$ cat src/rtl/bcd_pkg.sv
// Shared types and constants for the sequential binary-to-BCD converter.
// Digit width, FSM state encoding and a digit-count sizing helper.
package bcd_pkg;

  localparam int BCD_DIGIT_W = 4;

  typedef enum logic [1:0] {
    IDLE,
    SHIFT,
    DONE
  } bcd_state_t;

  // floor(width*log10(2)) + 1 digits hold 2**width-1
  function automatic int bcd_digits_for(int width);
    return (width * 30103) / 100000 + 1;
  endfunction

endpackage

$ cat src/rtl/bcd_add3_cell.sv
// Double-dabble digit correction: add 3 to a BCD digit >= 5
// so the following left shift carries correctly into the next digit.
module bcd_add3_cell
  import bcd_pkg::*;
(
  input  logic [BCD_DIGIT_W-1:0] din,
  output logic [BCD_DIGIT_W-1:0] dout
);

  // correct a single digit ahead of the shift
  always_comb begin
    dout = din;
    if (din >= 4'd5)
      dout = din + 4'd3;
  end

endmodule

$ cat src/rtl/bcd_seq_converter.sv
// Sequential shift-and-add-3 binary-to-BCD converter, one bit per clock.
// Optional macro BCD_OVF_EN adds a sticky truncation flag on port overflow.
module bcd_seq_converter
  import bcd_pkg::*;
#(
  parameter int BIN_W  = 16,
  parameter int DIGITS = 5
) (
  input  logic                          clk,
  input  logic                          rst_n,
  input  logic                          start,
  input  logic [BIN_W-1:0]              bin_in,
  output logic                          ready,
  output logic                          valid,
  output logic [BCD_DIGIT_W*DIGITS-1:0] bcd_out
`ifdef BCD_OVF_EN
  ,
  output logic                          overflow
`endif
);

  localparam int NW = BCD_DIGIT_W * DIGITS;
  localparam int CW = $clog2(BIN_W + 1);

  bcd_state_t state_q, state_d;
  logic accept, last;

  logic [BIN_W-1:0] bin_q;
  logic [NW-1:0]    dig_q;
  logic [NW-1:0]    corr;
  logic [NW-1:0]    dig_nxt;
  logic [CW-1:0]    cnt_q;

  for (genvar g = 0; g < DIGITS; g++) begin : g_cell
    bcd_add3_cell u_cell (
      .din  (dig_q[g*BCD_DIGIT_W +: BCD_DIGIT_W]),
      .dout (corr[g*BCD_DIGIT_W +: BCD_DIGIT_W])
    );
  end

  assign dig_nxt = {corr[NW-2:0], bin_q[BIN_W-1]};

`ifdef BCD_OVF_EN
  logic lost, ovf_q;
  assign lost = corr[NW-1];
`endif

  // state register
  always_ff @(posedge clk or negedge rst_n) begin
    if (!rst_n)
      state_q <= IDLE;
    else
      state_q <= state_d;
  end

  // next state and handshake outputs
  always_comb begin
    state_d = state_q;
    accept  = 1'b0;
    last    = 1'b0;
    ready   = 1'b1;
    valid   = 1'b0;
    unique case (state_q)
      IDLE: begin
        if (start) begin
          accept  = 1'b1;
          state_d = SHIFT;
        end
      end
      SHIFT: begin
        ready = 1'b0;
        if (cnt_q == CW'(1)) begin
          last    = 1'b1;
          state_d = DONE;
        end
      end
      DONE: begin
        valid = 1'b1;
        if (start) begin
          accept  = 1'b1;
          state_d = SHIFT;
        end else begin
          state_d = IDLE;
        end
      end
      default: state_d = IDLE;
    endcase
  end

  // operand load, shift/correct datapath and result capture
  always_ff @(posedge clk or negedge rst_n) begin
    if (!rst_n) begin
      bin_q   <= '0;
      dig_q   <= '0;
      cnt_q   <= '0;
      bcd_out <= '0;
`ifdef BCD_OVF_EN
      ovf_q    <= 1'b0;
      overflow <= 1'b0;
`endif
    end else if (accept) begin
      bin_q <= bin_in;
      dig_q <= '0;
      cnt_q <= CW'(BIN_W);
`ifdef BCD_OVF_EN
      ovf_q <= 1'b0;
`endif
    end else if (state_q == SHIFT) begin
      bin_q <= bin_q << 1;
      dig_q <= dig_nxt;
      cnt_q <= cnt_q - CW'(1);
`ifdef BCD_OVF_EN
      ovf_q <= ovf_q | lost;
      if (last)
        overflow <= ovf_q | lost;
`endif
      if (last)
        bcd_out <= dig_nxt;
    end
  end

endmodule
$ cat config.mk
export PLATFORM = sky130hd
export DESIGN_NAME = bcd_seq_converter
export DESIGN_NICKNAME = d
export VERILOG_FILES = /design/src/rtl/bcd_pkg.sv /design/src/rtl/bcd_add3_cell.sv /design/src/rtl/bcd_seq_converter.sv
export SDC_FILE = /design/constraint.sdc
export NUM_CORES = 1
export LEC_CHECK = 0
export CORE_AREA = 3 3 91 93
export CTS_CLUSTER_DIAMETER = 60
export DETAILED_ROUTE_END_ITERATION = 16
export DIE_AREA = 0 0 94 96
export HOLD_SLACK_MARGIN = 0.05
export PLACE_DENSITY_LB_ADDON = 0.2
export SYNTH_ARGS = -nofsm -noshare
export SYNTH_HDL_FRONTEND = slang
export SYNTH_SLANG_ARGS = --single-unit
$ cat constraint.sdc
create_clock -name clk -period 2.45 [get_ports clk]
set_input_delay 0.245 -clock clk [delete_from_list [all_inputs] [get_ports clk]]
set_output_delay 0.245 -clock clk [all_outputs]
set_load 0.005 [all_outputs]
==> results.sh <==
export IMPL_first_iter_violations=66
export IMPL_cpPeakStageDelay_ns=0.47
export IMPL_die_x_um=94
export IMPL_report_final_setup_viol=0
export IMPL_cts_htree_levels=3
export IMPL_p_total_mw=4.834
export IMPL_ys_flop_type="dfrtp_1"
export IMPL_first_pass_iters=4
export IMPL_multi_input_area_um2=1279
export IMPL_grtUsageTotal_pct=14.56
export IMPL_core_area_um2=7607
export IMPL_hold_class="in -> async"
export IMPL_cp_data_arrival_time_ns=1.71
export IMPL_seq_power_share_pct=39.1
export IMPL_cts_repair_resized=0
export IMPL_p_clk_share_pct=16.8
export IMPL_clk_latency_ns=0.34
export IMPL_intPower_mw=3.032
export IMPL_crit_chain="and2b_1 > inv_1 > clkdlybuf4s50_1"
export IMPL_cpMaxStageDelayCell="clkdlybuf4s50_1"
export IMPL_first_global_vias=2138
export IMPL_cts_root_buf="clkbuf_8"
export IMPL_crit_path_max_fanout=11
export IMPL_syn_inst=280
export IMPL_required_ns=2.20
export IMPL_clkTransAtPathRegs_ns=0.07
export IMPL_synth_avg_cell_area_um2=10.76
export IMPL_post_dp_hpwl_mm=3.897
export IMPL_final_cells=431
export IMPL_ant_nets=0
export IMPL_cap_violations=0
export IMPL_postCtsSetupBuffers=0
export IMPL_die_area_um2=9024
export IMPL_maxSlewHeadroom_pct=58.81
export IMPL_layout_nets=355
export IMPL_seqCellArea_um2=1577
export IMPL_slew_viol_final=0
export IMPL_clock_path_buffers=2
export IMPL_layout_min_cycle_time_ns=1.953
export IMPL_start_kind="flop"
export IMPL_pwr_share_comb_pct=44.2
export IMPL_skew_ns=0.006874
export IMPL_hold_buffers=1
export IMPL_synth_edf_count=0
export IMPL_fp_row_count=32
export IMPL_via_per_inst=4.954
export IMPL_initial_core_util_pct=39.61
export IMPL_synthArstFlopShare_pct=100.0
export IMPL_routed_wl_mm=5.875
export IMPL_powerDensity_nw_per_um2=1316
export IMPL_cp_top_family="buffers and inverters"
export IMPL_place_congestion=0.7649
export IMPL_crit_buf_inv=2
export IMPL_cts_tree="built"
export IMPL_tns_ns=0
export IMPL_vdd_drop_max_mv=0.4265
export IMPL_wire_per_inst_um=13.63
export IMPL_ys_seq_area_share_pct=52.33
export IMPL_p_leak_nw=1.684
export IMPL_pin_count=41
export IMPL_grt_pass1_wl_mm=10.27
export IMPL_grt_overflow_total=0
export IMPL_fillers=719
export IMPL_hold_viol=0
export IMPL_rsz0062_at_grt="no"
export IMPL_path_class="reg -> out"
export IMPL_drive_gt1_share_pct=11.55
export IMPL_max_freq_ghz=0.5120
export IMPL_syn_cell_area_um2=3013
export IMPL_die_h_um=96
export IMPL_portBuffers=40
export IMPL_worstMarginPinSlew_ns=0.6179
export IMPL_final_cell_mix="63 x dfrtp_1, 51 x nand2_1, 39 x clkdlybuf4s50_1, 18 x o21ai_0, 15 x a22oi_1"
export IMPL_cts_buffers=9
export IMPL_swShare_pct=37.28
export IMPL_diodes=0
export IMPL_period_share_pct=79.71
export IMPL_endpoint_kind="output pin"
export IMPL_vias=2135
export IMPL_drc=0
export IMPL_synthesis_nets=311
export IMPL_grt_max_degree=39
export IMPL_layout_commonest_cell="dfrtp_1"
export IMPL_switchingPower_mw=1.802
export IMPL_status="complete, no violations"
export IMPL_synth_cell_types=33
export IMPL_clock_sinks=63
export IMPL_placed_cells=414
export IMPL_ys_warn_count=0
export IMPL_antenna_found_initial=0
export IMPL_synth_seq_cells=63
export IMPL_area_growth_pct=21.93
per-stage QoR:
step	hold slack [ns]	utilization [%]	worst slack [ns]	cell area, um2
after floorplan	-0.05059	-	0.9519	3013
after global placement	0.3016	45.86	0.7782	3488
after detailed placement	0.2924	45.86	0.7402	3488
after CTS	0.4726	48.29	0.4668	3674
after global routing	0.5024	48.29	0.3714	3674
final	0.4575	48.29	0.4970	3674
layout make-up:
cell class                 instances  area share [%]
sequential                        63           42.92
clock buffer                      12           4.223
clock inverter                     4          0.5450
timing repair buffer              47           12.60
tap                              102           3.474
multi-input combinational        189           34.81
inverter                          14           1.431
sequential cells by signal, summed over array words and instances (netlist names):
register and cells:
bcd_out 20, dig_q 20, cnt_q 5, state_q 2, bin_q 16
cell families after synthesis:
logic type	after synthesis	synth area share [%]
compound gates	67	13.95
xor+xnor	7	2.035
fa+ha+maj	12	4.983
buf+inv	28	5.233
flops	63	52.33
mux	16	7.018
simple gates	87	14.45
final timing paths:
kind                       cells past startpoint       start     endpoint  slack [ns]
setup reg to reg                               6    cnt_q[1]   bcd_out[1]        0.75
hold reg to reg                                2    bin_q[7]     bin_q[7]        0.48
setup / recovery                               3  state_q[1]        ready        0.50
min in group clk                               2    bin_q[7]     bin_q[7]        0.48
hold / removal                                 2       rst_n  bcd_out[18]        0.46
max in group asynchronous                      3       rst_n    dig_q[12]        1.38
power groups by stage:
stage,Sequential [mW],Clock (mW),Combinational [mW]
after floorplan,1.83,0,1.55
after global placement,1.91,0,2.12
after detailed placement,1.91,0,2.17
after CTS,1.89,0.842,2.18
after global routing,1.96,0.885,2.44
final,1.89,0.810,2.14
synthesized netlist by cell type, types with 2 or more instances:
cell type  number  area share [%]
dfrtp_1        63              52
nor2b_1         2            0.42
inv_1          13             1.6
buf_2           2            0.33
nand2b_1        6             1.2
mux2i_1         5             1.7
nor2_1          2            0.25
buf_6           2            0.75
mux2_4         10             5.0
clkbuf_1        4            0.50
nor3b_1         9             2.2
nand2_1        51             6.4
a21oi_1        14             2.3
o21ai_1         7             1.2
buf_4           5             1.2
nand3_1         6             1.0
nor3_1          5            0.83
o21ai_0        18             3.0
a22o_1         12             3.5
xnor2_1         6             1.7
ha_1           12             5.0
a22oi_1        15             3.7
per-layer routing:
layer	global-route usage (%)	share of wire (%)	wire, um	up-vias
met3	3.597	5.3	312	10
met2	22.77	44	2569	39
met5	0	0	0	-
li1	-	-	-	1053
met4	7.220	2.2	129	0
met1	18.89	49	2864	1033
(Power assumes the default switching activity.)
